## src/rtl/pipe_run_monitor.sv

```systemverilog
// Run-control and performance monitor: counts cycles/retires/stalls in RUN and
// halts the core on a PC breakpoint, a single-step retire count or a cycle timeout.
module pipe_run_monitor #(
  parameter int NUM_BP  = 4,
  parameter int CNT_W   = 32,
  parameter int TIMEOUT = 0
) (
  input  logic        clk,
  input  logic        rst,
  input  logic [31:0] pc_current,
  input  logic        pc_valid,
  input  logic        retire,
  input  logic        stall,
  input  logic        we,
  input  logic [3:0]  a,
  input  logic [31:0] wd,
  output logic [31:0] rd,
  output logic        halt,
  output logic        running
);

  typedef enum logic [1:0] {
    ST_IDLE   = 2'd0,
    ST_RUN    = 2'd1,
    ST_HALTED = 2'd2
  } state_e;

  localparam logic [1:0] CAUSE_NONE = 2'd0;
  localparam logic [1:0] CAUSE_BP   = 2'd1;
  localparam logic [1:0] CAUSE_STEP = 2'd2;
  localparam logic [1:0] CAUSE_TMO  = 2'd3;

  state_e           state_q, state_d;
  logic [1:0]       cause_q, cause_d;
  logic             step_en_q, step_en_d;
  logic             mask_q, mask_d;
  logic             halt_q, running_q;
  logic [CNT_W-1:0] cycle_q, cycle_d;
  logic [CNT_W-1:0] retire_q, retire_d;
  logic [CNT_W-1:0] stall_q, stall_d;
  logic [CNT_W-1:0] stepc_q, stepc_d;
  logic [CNT_W-1:0] step_n_q, step_n_d;
  logic [31:0]      bp_q [NUM_BP];
  logic [31:0]      bp_d [NUM_BP];

  logic             ctrl_wr_s, start_s, clear_s, in_run_s;
  logic             bp_hit_s, bp_fire_s, step_fire_s, tmo_fire_s, any_fire_s;
  logic [CNT_W:0]   step_sum_s;
  logic [32:0]      cyc_plus_s;

  function automatic logic [CNT_W-1:0] sat_inc(input logic [CNT_W-1:0] v, input logic inc);
    if (inc && (v != {CNT_W{1'b1}})) begin
      sat_inc = v + CNT_W'(1);
    end else begin
      sat_inc = v;
    end
  endfunction

  assign ctrl_wr_s = we && (a == 4'd0);
  assign start_s   = ctrl_wr_s && wd[0];
  assign clear_s   = ctrl_wr_s && wd[1];
  assign in_run_s  = (state_q == ST_RUN);

  // Halt-condition detection; bits [1:0] of PC and BP are excluded from the match.
  always_comb begin
    bp_hit_s = 1'b0;
    for (int i = 0; i < NUM_BP; i++) begin
      bp_hit_s = bp_hit_s | (bp_q[i][0] & (((pc_current ^ bp_q[i]) & 32'hFFFF_FFFC) == 32'd0));
    end
    step_sum_s  = {1'b0, stepc_q} + {{CNT_W{1'b0}}, retire};
    cyc_plus_s  = 33'(cycle_q) + 33'd1;
    bp_fire_s   = in_run_s && pc_valid && bp_hit_s && !mask_q;
    step_fire_s = in_run_s && step_en_q && (step_n_q != '0) && (step_sum_s == {1'b0, step_n_q});
    tmo_fire_s  = in_run_s && (TIMEOUT != 0) && (cyc_plus_s == 33'(TIMEOUT));
    any_fire_s  = bp_fire_s || step_fire_s || tmo_fire_s;
  end

  // Run-control FSM: next state, halt cause and the post-resume breakpoint mask.
  always_comb begin
    state_d = state_q;
    cause_d = cause_q;
    mask_d  = mask_q;
    case (state_q)
      ST_IDLE: begin
        if (start_s) begin
          state_d = ST_RUN;
          cause_d = CAUSE_NONE;
        end else begin
          state_d = ST_IDLE;
        end
      end
      ST_RUN: begin
        if (pc_valid) begin
          mask_d = 1'b0;
        end else begin
          mask_d = mask_q;
        end
        if (bp_fire_s) begin
          state_d = ST_HALTED;
          cause_d = CAUSE_BP;
        end else if (step_fire_s) begin
          state_d = ST_HALTED;
          cause_d = CAUSE_STEP;
        end else if (tmo_fire_s) begin
          state_d = ST_HALTED;
          cause_d = CAUSE_TMO;
        end else begin
          state_d = ST_RUN;
        end
      end
      ST_HALTED: begin
        if (start_s) begin
          state_d = ST_RUN;
          cause_d = CAUSE_NONE;
          mask_d  = 1'b1;
        end else begin
          state_d = ST_HALTED;
        end
      end
      default: begin
        state_d = ST_IDLE;
        cause_d = CAUSE_NONE;
        mask_d  = 1'b0;
      end
    endcase
  end

  // Counter and register-file next state; clear wins over any increment.
  always_comb begin
    cycle_d   = cycle_q;
    retire_d  = retire_q;
    stall_d   = stall_q;
    stepc_d   = stepc_q;
    step_en_d = ctrl_wr_s ? wd[2] : step_en_q;
    step_n_d  = (we && (a == 4'd4)) ? wd[CNT_W-1:0] : step_n_q;
    for (int i = 0; i < NUM_BP; i++) begin
      bp_d[i] = (we && (a == 4'(8 + i))) ? wd : bp_q[i];
    end
    if (clear_s) begin
      cycle_d  = '0;
      retire_d = '0;
      stall_d  = '0;
      stepc_d  = '0;
    end else if (in_run_s) begin
      cycle_d  = sat_inc(cycle_q, 1'b1);
      retire_d = sat_inc(retire_q, retire);
      stall_d  = sat_inc(stall_q, stall);
      stepc_d  = any_fire_s ? '0 : sat_inc(stepc_q, retire);
    end else begin
      stepc_d  = stepc_q;
    end
  end

  // Zero-latency register read mux.
  always_comb begin
    rd = 32'd0;
    case (a)
      4'd0: rd = {28'd0, cause_q, state_q};
      4'd1: rd = 32'(cycle_q);
      4'd2: rd = 32'(retire_q);
      4'd3: rd = 32'(stall_q);
      4'd4: rd = 32'(step_n_q);
      default: begin
        for (int i = 0; i < NUM_BP; i++) begin
          rd = (a == 4'(8 + i)) ? bp_q[i] : rd;
        end
      end
    endcase
  end

  // State and register update with synchronous active-low reset.
  always_ff @(posedge clk) begin
    if (!rst) begin
      state_q   <= ST_IDLE;
      cause_q   <= CAUSE_NONE;
      step_en_q <= 1'b0;
      mask_q    <= 1'b0;
      halt_q    <= 1'b0;
      running_q <= 1'b0;
      cycle_q   <= '0;
      retire_q  <= '0;
      stall_q   <= '0;
      stepc_q   <= '0;
      step_n_q  <= '0;
      for (int i = 0; i < NUM_BP; i++) begin
        bp_q[i] <= 32'd0;
      end
    end else begin
      state_q   <= state_d;
      cause_q   <= cause_d;
      step_en_q <= step_en_d;
      mask_q    <= mask_d;
      halt_q    <= (state_d == ST_HALTED);
      running_q <= (state_d == ST_RUN);
      cycle_q   <= cycle_d;
      retire_q  <= retire_d;
      stall_q   <= stall_d;
      stepc_q   <= stepc_d;
      step_n_q  <= step_n_d;
      for (int i = 0; i < NUM_BP; i++) begin
        bp_q[i] <= bp_d[i];
      end
    end
  end

  assign halt    = halt_q;
  assign running = running_q;

endmodule

```

## config.mk

```make
export PLATFORM = sky130hd
export DESIGN_NAME = pipe_run_monitor
export DESIGN_NICKNAME = d
export VERILOG_FILES = /design/src/rtl/pipe_run_monitor.sv
export SDC_FILE = /design/constraint.sdc
export NUM_CORES = 1
export LEC_CHECK = 0
export BUFFER_PORTS_ARGS = -buffer_cell sky130_fd_sc_hd__buf_2
export CAP_MARGIN = 20
export CORE_MARGIN = 1.5
export CORE_UTILIZATION = 35
export CTS_BUF_LIST = sky130_fd_sc_hd__clkbuf_2 sky130_fd_sc_hd__clkbuf_4 sky130_fd_sc_hd__clkbuf_8
export DETAILED_ROUTE_END_ITERATION = 8
export PLACE_DENSITY = 0.48
export SLEW_MARGIN = 20
export SYNTH_ARGS = -nofsm -noshare
export SYNTH_HDL_FRONTEND = slang
export SYNTH_SLANG_ARGS = --single-unit
export TNS_END_PERCENT = 20
```

## constraint.sdc

```tcl
create_clock -name clk -period 3.7 [get_ports clk]
set_input_delay 0 -clock clk [delete_from_list [all_inputs] [get_ports clk]]
set_output_delay 0 -clock clk [all_outputs]
set_load 0.1 [all_outputs]
```

Yosys cells after proc, flatten, opt, wreduce, memory -nomap -nowiden
Memories as Yosys holds them, arrays and structs flattened.
Cells that the tools add are included.
{ "word_totals": {"input_bits": 74, "n_memories": 1, "reg_bits": 168, "ram_bits": 128, "out_inout_bits": 34} }
{ "classes": {"eq_ne": 21, "add_sub_neg": 5, "mux": 29, "n_reduce_logical": 35, "n_bitwise": 17} }
{ "memory_table": {"columns": ["name", "words", "width", "rd", "rd_clocked_by_memory_dff", "write_ports", "line", "text"], "rows": [
  ["bp_q", 4, 32, 4, 0, 4, "43", "logic [31:0] bp_q [NUM_BP];"]
]} }
{ "op_table": {"columns": ["operator", "count"], "rows": [
  ["$mux W32", 14],
  ["$pmux W32 S5", 1],
  ["$add A32 B1 Y32 const B", 4],
  ["$logic_not A32 Y1", 4],
  ["$ne A32 B32 Y1 const B", 4],
  ["$xor A32 B32 Y32", 4],
  ["$add A32 B1 Y33", 1],
  ["$eq A33 B32 Y1", 1],
  ["$reduce_bool A32 Y1", 1],
  ["$logic_and A1 B1 Y1", 17],
  ["$eq A4 B4 Y1 const B", 4],
  ["$mux W2", 6],
  ["$reduce_and A2 Y1", 5],
  ["$eq A4 B2 Y1 const B", 2],
  ["$or A1 B1 Y1", 7],
  ["$pmux W2 S3", 1],
  ["$mux W1", 5],
  ["$and A1 B1 Y1", 4],
  ["$eq A2 B1 Y1 const B", 2],
  ["$eq A2 B2 Y1 const B", 2],
  ["$eq A4 B1 Y1 const B", 1],
  ["$eq A4 B3 Y1 const B", 1],
  ["$logic_not A4 Y1", 1],
  ["$ne A2 B2 Y1 const B", 2],
  ["11 further kinds", 13]
]} }

Depth between registers and ports, before layout
Gate-level depths: netlist of the first run.
An unclocked memory read counts as a cell.
{ "depth": {"word_depth": 12, "mapped_depth": 11} }

Worst setup path after synthesis of the first run
OpenSTA, ideal clock, no wires.
{ "synth_timing": {"path_kind": "input port to output port", "startpoint": "input port a[0]", "endpoint": "output port rd[29]", "t_arrival_ns": 3.319, "path_slack_ns": 0.381, "n_path_buf": 2, "cell_stages": 7, "path_cell_list": "buf_1 -> buf_1 -> mux2_2 -> a22oi_1 -> nor2_1 -> a21oi_1 -> o21ai_0"} }
{ "synth_via": {"elab_chain_len": 6, "elab_cells_between_ends": 14} }
{ "synth_rtl": {"columns": ["item", "line", "text"], "rows": [
  ["start: declaration", "15", "input logic [3:0] a,"],
  ["$eq A4 B4 Y1", "165", "rd = (a == 4'(8 + i)) ? bp_q[i] : rd;"],
  ["$mux W32 (4 in series)", "165", null],
  ["$pmux W32 S5 (*)", "157", "case (a)"],
  ["end: declaration", "17", "output logic [31:0] rd,"]
]} }
Mark *: on every way between the ends. The rest lies on a longest branch, timed or not.

Final worst setup path of the first run
{ "layout_timing": {"startpoint": "register stepc_q[0]", "endpoint": "register stepc_q[27]"} }
{ "layout_via": {"elab_chain_len": 6, "elab_cells_between_ends": 11} }
{ "layout_rtl": {"columns": ["item", "line", "text"], "rows": [
  ["start: declaration", "41", "logic [CNT_W-1:0] stepc_q, stepc_d;"],
  ["start signal: assignment", "198", "stepc_q <= stepc_d;"],
  ["$add A32 B1 Y33", "70", "step_sum_s = {1'b0, stepc_q} + {{CNT_W{1'b0}}, retire};"],
  ["$eq A33 B32 Y1", "73", "step_fire_s = in_run_s && step_en_q && (step_n_q != '0) && (step_sum_s == {1'b0, step_n_q});"],
  ["$logic_and A1 B1 Y1", "73", null],
  ["$logic_or A1 B1 Y1", "75", "any_fire_s = bp_fire_s || step_fire_s || tmo_fire_s;"],
  ["$reduce_bool A2 Y1 (no line)", null, null],
  ["$reduce_and A2 Y1 (no line)", null, null]
]} }
Parallel ways exist; a longest one is shown, timed or not. The select of a mux whose other input is x is not followed.
A chain may end at the register's enable or synchronous reset.

==> reports/metrics.csv, run 1 <==
metric;value;unit
outcome;finished clean;
die area;50000;um^2
CP arrival;3920;ps
Final Wtd Congestion;0.942;
most area-hungry cell type in the Yosys netlist;dfxtp_1;
clk_lat worst skew;700;ps
fin worst setup slack;307;ps
Max-Cap Viols;0;
RSZ-0062 raised after global routing;no;
Power, Total;7.57;mW
synthesized area;17000;um^2
Horiz. Die Dim;224;um
asr flop ratio synth;0;
Clock power frac;0.452;
CORE AREA;47800;um^2
Placed Instance Area;18500;um^2
crit path kind;reg -> reg;
Worst-Margin Slew;1090;ps
PortBufs;105;
crit end category;flip-flop;
Pre-Repair DR Iteration Count;5;
Reg2Reg Depth;10;
#FFs+latches synth;296;
Comb power frac;0.119;
# H-tree levels;2;
post-synthesis sequential area ratio;0.348;
Non-Filler Instances;2902;
IO Pins;108;
first-pass GRT wire length;103000;um
Core Util, Final;0.420;
Post-synth EDFFs;0;
worst rel slew slack;0.267;
largest net degree at the start of global routing;101;
Critical path origin;stepc_q[0]$_SDFFE_PP0P_;
Initial Util;0.356;
max frequency;295;MHz
static leakage;6.36;nW
Worst setup SP type;flip-flop;
Net Sw Frac;0.288;
Hold Crit Start;wd[29];
CTS Buf Count;57;
post-CTS setup buffer count;0;
capturing point of the worst reg2reg path;stepc_q[27]$_SDFFE_PP0P_;
power share of the sequential group;0.428;
Routed wire per std cell;24.1;um
dpl ws;300;ps
Tightest Hold Check Type;in -> reg;
crit path time final;3390;ps
Final nets;2330;
PwrDens;377;nW/um^2
Die H;224;um
Finished Cell Area;20100;um^2
skew final;47.4;ps
Initial DRC Count;1553;
worst IR drop on VDD;0.000225;V
CTS root buffer;clkbuf_8;
net switching power;2.18;mW
gr usage total;0.275;
Worst Path Required;4230;ps
clk buf depth;3;
DR vias/cell;5.74;
top_reg_cell synth;dfxtp_1;
Inst Count DP;2766;
Yosys cell types;67;
syn_area_per_cell;7.89;um^2
DP HPWL;51500;um
clk slew on worst S/H paths;60;ps
clk sinks;296;
worst hold path depth;4;
Layout fillers;4905;
Slew Viols, Final;0;
CTS tree;built;
setup TNS;0;ps
Hold Fails Final Rpt;0;
hold worst-path end;bp_q[3][29]$_SDFFE_PN0P_;
initial antenna violation count;0;
Row Count;80;
reg2reg start;stepc_q[0]$_SDFFE_PP0P_;
Crit Path Max Fanout;20;
total routed wirelength;70100;um
Period Utilization, post-route;0.917;
grt ovf;0;
top-count cell post-synth;nand2_1;
Yosys warning count;0;
DRC;0;
layout cells sized above 1;0.130;
Worst Hold Slack;145;ps
top cells by count, synth;419 x nand2_1, 296 x dfxtp_1, 204 x xnor2_1;
vias in the first global route;15600;
synthesized instance count;2158;
reg-to-reg setup timing slack;310;ps
Post-Syn Nets;2238;
P_int;5.39;mW
Area contributors post-synth;dfxtp_1 35%, xnor2_1 10%, nand2_1 9.2%;
Final setup violation count;0;
Post-DRT Antenna Nets;0;
vias post-DR;16700;
area growth from synthesis to layout;18.1;%
share of the synthesized area in the top cell type;0.348;
sequential cells by signal (all words and copies together), names as in the netlist, 2 cells and up:
signal / flops
retire_q: 32
cycle_q: 32
state_q: 2
stall_q: 32
step_n_q: 32
cause_q: 2
bp_q: 128
stepc_q: 32
worst max-delay path by stage:
stage | end | cells after the start
after floorplan | rd[29] | 7
after global placement | stepc_q[21]$_SDFFE_PP0P_ | 9
after detailed placement | stepc_q[27]$_SDFFE_PP0P_ | 9
after CTS | stepc_q[27]$_SDFFE_PP0P_ | 9
after global routing | stepc_q[21]$_SDFFE_PP0P_ | 10
final | stepc_q[27]$_SDFFE_PP0P_ | 10
critical path, stage by stage, from the launching register on:
cell,delay (ps)
dfxtp_1,420
ha_1,210
ha_1,370
nand3_1,110
or4_1,500
nor3b_1,240
o22ai_1,140
or4b_4,570
o41ai_4,310
buf_4,300
nor3_1,90
routing by layer:
| metal | routed length [um] | global-route usage | vias up |
|---|---|---|---|
| met2 | 30600 | 0.421 | 633 |
| met4 | 2560 | 0.103 | 0 |
| met1 | 31700 | 0.387 | 8087 |
| met3 | 5150 | 0.0454 | 129 |
| met5 | 0 | 0 | - |
| li1 | - | - | 7812 |
power by group through the flow:
stage / Sequential (mW) / Combinational, mW / Clock [mW]
2_1_floorplan: 3.30 / 0.499 / 0
3_3_place_gp: 3.31 / 0.861 / 0
3_5_place_dp: 3.31 / 0.860 / 0
4_1_cts: 3.24 / 0.895 / 3.51
5_1_grt: 3.24 / 0.936 / 3.63
6_report: 3.24 / 0.904 / 3.43
cell usage in the layout, fill, tap and decap left out, drive strengths merged, types with 45 or more instances in the layout:
cell / instances
xnor2: 204
clkbuf: 88
nand4: 117
nand3: 59
a21boi: 161
nor3: 71
dfxtp: 296
a22oi: 53
o21ai: 63
nand2: 419
xor2: 59
nor2: 115
nor4: 45
buf: 165
cells by family after synthesis:
group                    Yosys count  share of synthesized area
adder cells (fa/ha/maj)            6                    0.00441
flip-flops                       296                      0.348
multiplexers                      45                     0.0329
AND/OR/NAND/NOR                  937                      0.263
AO/OA/AOI/OAI                    420                      0.172
XOR/XNOR                         263                      0.135
buffers and inverters            191                     0.0442
final cells by class:
| cell class | count | area (um^2) | area share |
|---|---|---|---|
| Antenna cell | 1 | 2.50 | 0.000124 |
| Clock buffer | 88 | 1110 | 0.0553 |
| Clock inverter | 7 | 55.1 | 0.00274 |
| Inverter | 19 | 71.3 | 0.00355 |
| Multi-Input combinational cell | 1671 | 10400 | 0.517 |
| Sequential cell | 296 | 5930 | 0.295 |
| Tap cell | 615 | 769 | 0.0383 |
| Timing Repair Buffer | 205 | 1780 | 0.0884 |
what timing repair did:
item,CTS,global route
resized for setup,0,0
hold buffers,40,0
hold endpoints to repair,179,0
Note: power is estimated with default switching activity, not from simulation.
==> run 2: changes to the inputs <==
Settings changed: CORE_UTILIZATION 35 to 50, PLACE_DENSITY 0.48 to 0.65.
==> run 2 against run 1 <==
  * Final cell count down 6.5%
  * Flip-flop and latch count unchanged
  * Clock power is 3% higher
  * Worst hold slack better by 41 ps
  * Clock-buffer cell count is 7 lower
  * Critical path type unchanged
  * Critical endpoint is now stepc_q[4]$_SDFFE_PP0P_
  * Combinational power fell by 5.0%
  * Final area is 2.0% lower
  * Largest cell class unchanged
  * Critical path depth is 3 lower
  * Register-to-register slack better by 30 ps
  * Via count down 0.16%
  * Non-clock buffer count is 19 lower
  * First-iteration DRC count increased by 10%
==> reports/metrics.csv, run 2 (synthesis results as in run 1) <==
metric;value;unit;change
fin worst setup slack;342;ps;+34.2 ps
Core Util, Final;0.588;;+0.167
worst rel slew slack;0.322;;+0.0548
post-cts resize count;0;;unchanged
commonest cells after routing, fill and taps aside;418 x nand2_1, 296 x dfxtp_1, 204 x xnor2_1;;
post-CTS setup buffer count;0;;unchanged
Tightest Hold Check Type;in -> reg;;
Placed Instance Area;18100;um^2;-2.2%
Row Count;67;;-16%
vias post-DR;16600;;-0.16%
CORE AREA;33500;um^2;-30%
Routed wire per std cell;23.6;um;-2.1%
Slew Viols, Final;0;;unchanged
Finished Cell Area;19700;um^2;-2.0%
dpl ws;369;ps;+69.7 ps
DRC;0;;unchanged
Worst-Margin Slew;1020;ps;-77.1 ps
CTS tree;built;;
PwrDens;387;nW/um^2;+2.8%
Horiz. Die Dim;188;um;-16%
die area;35200;um^2;-30%
Worst setup SP type;flip-flop;;
clk sinks;296;;unchanged
Final setup violation count;0;;unchanged
Most flops, register;bp_q;;
DP HPWL;47000;um;-8.8%
CP arrival;3880;ps;-40 ps
reg-to-reg setup timing slack;340;ps;+30 ps
Layout fillers;3112;;-37%
Final Wtd Congestion;0.965;;+2.5%
grt ovf;0;;unchanged
crit path kind;reg -> reg;;
DR vias/cell;6.13;;+6.8%
max frequency;298;MHz;+1.0%
vias in the first global route;15300;;-2.1%
Worst Hold Slack;186;ps;+41.3 ps
RSZ-0062 raised after global routing;no;;
total routed wirelength;64100;um;-8.5%
worst hold path depth;4;;unchanged
worst IR drop on VDD;0.000318;V;+41%
crit end category;flip-flop;;
Max-Cap Viols;0;;unchanged
Pre-Repair DR Iteration Count;6;;+1
# H-tree levels;2;;unchanged
largest net degree at the start of global routing;129;;+28%
clk slew on worst S/H paths;60;ps;about the same
layout cells sized above 1;0.123;;-0.00708
first-pass GRT wire length;95200;um;-7.7%
Post-DRT Antenna Nets;0;;unchanged
CTS root buffer;clkbuf_8;;
Worst Path Required;4220;ps;about the same
IO Pins;108;;unchanged
Largest register FFs;128;;unchanged
area growth from synthesis to layout;15.8;%;
most common cell after layout, fill and taps aside;nand2_1;;
skew final;20.9;ps;-26.5 ps
clk buf depth;3;;unchanged
gr usage total;0.357;;+0.0820
Die H;188;um;-16%
initial antenna violation count;0;;unchanged
clk_lat worst skew;670;ps;-30 ps
Initial Util;0.508;;+0.152
Crit Path Max Fanout;22;;+10%
Final nets;2306;;-1.0%
crit path time final;3360;ps;-34.2 ps
outcome;finished clean;;
Initial DRC Count;1709;;+10%
PortBufs;105;;unchanged
Reg2Reg Depth;7;;-3
static leakage;6.25;nW;-1.7%
CTS Buf Count;52;;-8.8%
Hold Fails Final Rpt;0;;unchanged
setup TNS;0;ps;unchanged
Period Utilization, post-route;0.908;;-0.00924
run 2: routing by layer:
metal	track usage	share of wire
met4	0.111	0.029
met5	0	0
met2	0.535	0.43
met3	0.0911	0.095
met1	0.502	0.44
run 2: timing repair:
| item | CTS | global route |
|---|---|---|
| hold buffers | 38 | 0 |
| hold endpoints to repair | 177 | 0 |
| endpoints found under the setup margin | 0 | 0 |
run 2: final cells by class:
class | instances | area (um^2) | share of cell area
Inverter | 19 | 71.3 | 0.00362
Timing Repair Buffer | 186 | 1550 | 0.0787
Antenna cell | 1 | 2.50 | 0.000127
Clock buffer | 81 | 1030 | 0.0524
Multi-Input combinational cell | 1671 | 10400 | 0.528
Tap cell | 448 | 561 | 0.0284
Clock inverter | 10 | 165 | 0.00838
Sequential cell | 296 | 5930 | 0.301
run 2: worst paths after layout:
| kind | start | to |
|---|---|---|
| setup / recovery | stepc_q[5]$_SDFFE_PP0P_ | stepc_q[4]$_SDFFE_PP0P_ |
| hold / removal | wd[25] | bp_q[3][25]$_SDFFE_PN0P_ |
| setup reg to reg | stepc_q[5]$_SDFFE_PP0P_ | stepc_q[4]$_SDFFE_PP0P_ |
| hold reg to reg | bp_q[1][1]$_SDFFE_PN0P_ | bp_q[1][1]$_SDFFE_PN0P_ |
run 2: critical path: stages (launching register included):
cell and delay [ps]:
dfxtp_1 610, nand4_2 300, or4_1 650, o31a_1 370
or4b_4 540, o41ai_4 310, buf_4 320, nor3_1 90
run 2: power breakdown:
part | total (mW) | switching (mW) | internal (mW) | leakage, nW
clock network | 3.53 | 1.48 | 2.05 | 0.632
logic | 0.859 | 0.590 | 0.269 | 3.23
registers | 3.24 | 0.0313 | 3.21 | 2.39
total | 7.63 | 2.10 | 5.53 | 6.25
run 2: per-stage QoR:
step                      power, mW  instances
after floorplan                3.80       2158
after global placement         4.12       2582
after detailed placement       4.12       2582
after CTS                      7.65       2711
after global routing           7.82       2711
final                          7.63       2712
==> run 3: changes to the inputs <==
Settings changed: CORE_ASPECT_RATIO set to 0.9, GPL_ROUTABILITY_DRIVEN set to 0.
==> run 3 against run 2 <==
  * Sequential power barely moved
  * Register-to-register slack got worse by 50 ps
  * Wire length fell by 5.6%
  * First-iteration DRC count rose by 26%
  * Via count rose by 1.7%
  * Utilization rose by 0.19 points
  * Worst hold slack got worse by 150 ps
  * Worst setup slack got worse by 50 ps
  * Clock-buffer cell count rose by 2
==> reports/metrics.csv, run 3 (synthesis results as in run 1) <==
metric;value;unit;change
Largest register FFs;128;;unchanged
setup TNS;0;ps;unchanged
Worst Hold Slack;34.4;ps;-152 ps
RSZ-0062 raised after global routing;no;;
reg2reg start;stepc_q[5]$_SDFFE_PP0P_;;
CTS tree;built;;
crit path time final;3410;ps;+50.2 ps
Tightest Hold Check Type;in -> reg;;
Max-Cap Viols;0;;unchanged
area growth from synthesis to layout;15.2;%;
PortBufs;105;;unchanged
Horiz. Die Dim;197;um;+5.3%
Post-DRT Antenna Nets;0;;unchanged
vias in the first global route;15200;;-0.52%
Hold Fails Final Rpt;0;;unchanged
Initial DRC Count;2156;;+26%
largest net degree at the start of global routing;92;;-29%
outcome;finished clean;;
crit end category;flip-flop;;
Final nets;2302;;-0.17%
Inst Count DP;2589;;+0.27%
Power, Total;7.24;mW;-5.1%
crit path kind;reg -> reg;;
Hold Crit Start;rst;;
clk buf depth;3;;unchanged
PwrDens;369;nW/um^2;-4.6%
Crit Path Max Fanout;19;;-14%
skew final;18.2;ps;-2.64 ps
clk_lat worst skew;600;ps;-70 ps
post-CTS setup buffer count;0;;unchanged
Worst Path Required;4170;ps;-50 ps
Initial Util;0.512;;+0.00409
CORE AREA;33300;um^2;-0.80%
max frequency;293;MHz;-1.5%
worst hold path depth;2;;-2
Most flops, register;bp_q;;
Non-Filler Instances;2710;;-0.074%
total routed wirelength;60500;um;-5.6%
clk sinks;296;;unchanged
grt ovf;0;;unchanged
Slew Viols, Final;0;;unchanged
reg-to-reg setup timing slack;290;ps;-50 ps
Routed wire per std cell;22.3;um;-5.6%
fin worst setup slack;291;ps;-50.2 ps
static leakage;6.18;nW;-1.0%
layout cells sized above 1;0.120;;-0.00306
worst rel slew slack;0.429;;+0.107
Period Utilization, post-route;0.921;;+0.0136
DP HPWL;44300;um;-5.8%
Pre-Repair DR Iteration Count;8;;+2
Die H;178;um;-5.1%
most common cell after layout, fill and taps aside;nand2_1;;
Final setup violation count;0;;unchanged
IO Pins;108;;unchanged
CTS Buf Count;51;;-1.9%
DRC;0;;unchanged
gr usage total;0.339;;-0.0178
DR vias/cell;6.24;;+1.8%
# H-tree levels;2;;unchanged
commonest cells after routing, fill and taps aside;419 x nand2_1, 296 x dfxtp_1, 204 x xnor2_1;;
first-pass GRT wire length;91400;um;-4.1%
hold worst-path end;step_n_q[26]$_SDFFE_PN0P_;;
Worst-Margin Slew;849;ps;-168 ps
Row Count;63;;-6.0%
CTS root buffer;clkbuf_8;;
Layout fillers;3107;;-0.16%
die area;35200;um^2;about the same
capturing point of the worst reg2reg path;stepc_q[24]$_SDFFE_PP0P_;;
initial antenna violation count;1;;+1
worst IR drop on VDD;0.000249;V;-22%
vias post-DR;16900;;+1.7%
Reg2Reg Depth;8;;+1
dpl ws;306;ps;-62.9 ps
clk slew on worst S/H paths;60;ps;about the same
CP arrival;3870;ps;about the same
Worst setup SP type;flip-flop;;
run 3: changes by cell type in the layout (fill, tap and decap cells not counted), moves of 2 or more:
cell,change
buf_2,-6
dlygate4sd3_1,-3
clkbuf_4,+3
buf_12,+5
bufinv_16,-4
clkinv_2,-2
run 3: worst max path at each step:
stage / from / endpoint / slack [ps]
6_report: stepc_q[5]$_SDFFE_PP0P_ / stepc_q[24]$_SDFFE_PP0P_ / 290
5_1_grt: stepc_q[0]$_SDFFE_PP0P_ / stepc_q[21]$_SDFFE_PP0P_ / 60
4_1_cts: stepc_q[0]$_SDFFE_PP0P_ / stepc_q[21]$_SDFFE_PP0P_ / 300
3_5_place_dp: stepc_q[0]$_SDFFE_PP0P_ / stepc_q[21]$_SDFFE_PP0P_ / 310
3_3_place_gp: stepc_q[0]$_SDFFE_PP0P_ / stepc_q[24]$_SDFFE_PP0P_ / 350
2_1_floorplan: a[0] / rd[29] / 380
run 3: worst max-delay path, cell delays in order (launching register included):
cell      delay (ps)
dfxtp_1          600
nand4_2          320
nor4_1           800
a21o_1           220
o211ai_1         110
or4b_4           510
o41ai_4          330
buf_4            300
nor3_1            80
run 3: cell type report:
| cell class | instances | area, um^2 | share of cell area |
|---|---|---|---|
| flip-flops and latches | 296 | 5930 | 0.302 |
| repair buffers | 183 | 1600 | 0.0815 |
| multi-input cells | 1671 | 10400 | 0.530 |
| diodes | 1 | 2.50 | 0.000128 |
| inverters | 19 | 71.3 | 0.00364 |
| clock buffers | 83 | 1040 | 0.0531 |
| clock inverters | 2 | 10.0 | 0.000510 |
| well taps | 455 | 569 | 0.0290 |
run 3: report_power, final:
| group | internal [mW] | total, mW | leakage, nW | switching, mW |
|---|---|---|---|---|
| sequential | 3.21 | 3.24 | 2.39 | 0.0295 |
| clock | 1.76 | 3.13 | 0.563 | 1.38 |
| combinational | 0.282 | 0.870 | 3.23 | 0.588 |
| total | 5.25 | 7.24 | 6.18 | 1.99 |
run 3: routing by layer:
layer	wire, um	share of wire	GRT usage	vias up
met2	25800	0.43	0.504	984
met1	26100	0.43	0.489	8036
met3	6930	0.11	0.0692	146
met5	0	0	0	-
li1	-	-	-	7754
met4	1760	0.029	0.108	0
run 3: through the flow:
| step | cell area, um^2 | util |
|---|---|---|
| floorplan | 17000 | - |
| global placement | 18200 | 0.547 |
| detailed placement | 18200 | 0.547 |
| CTS | 19600 | 0.590 |
| global route | 19600 | 0.590 |
| finish | 19600 | 0.590 |
run 3: timing repair:
item / 4_1_cts / 5_1_grt
endpoints found under the setup margin: 0 / 34
gates resized for setup: 0 / 1
hold buffers: 35 / 0
hold endpoints to repair: 168 / 0
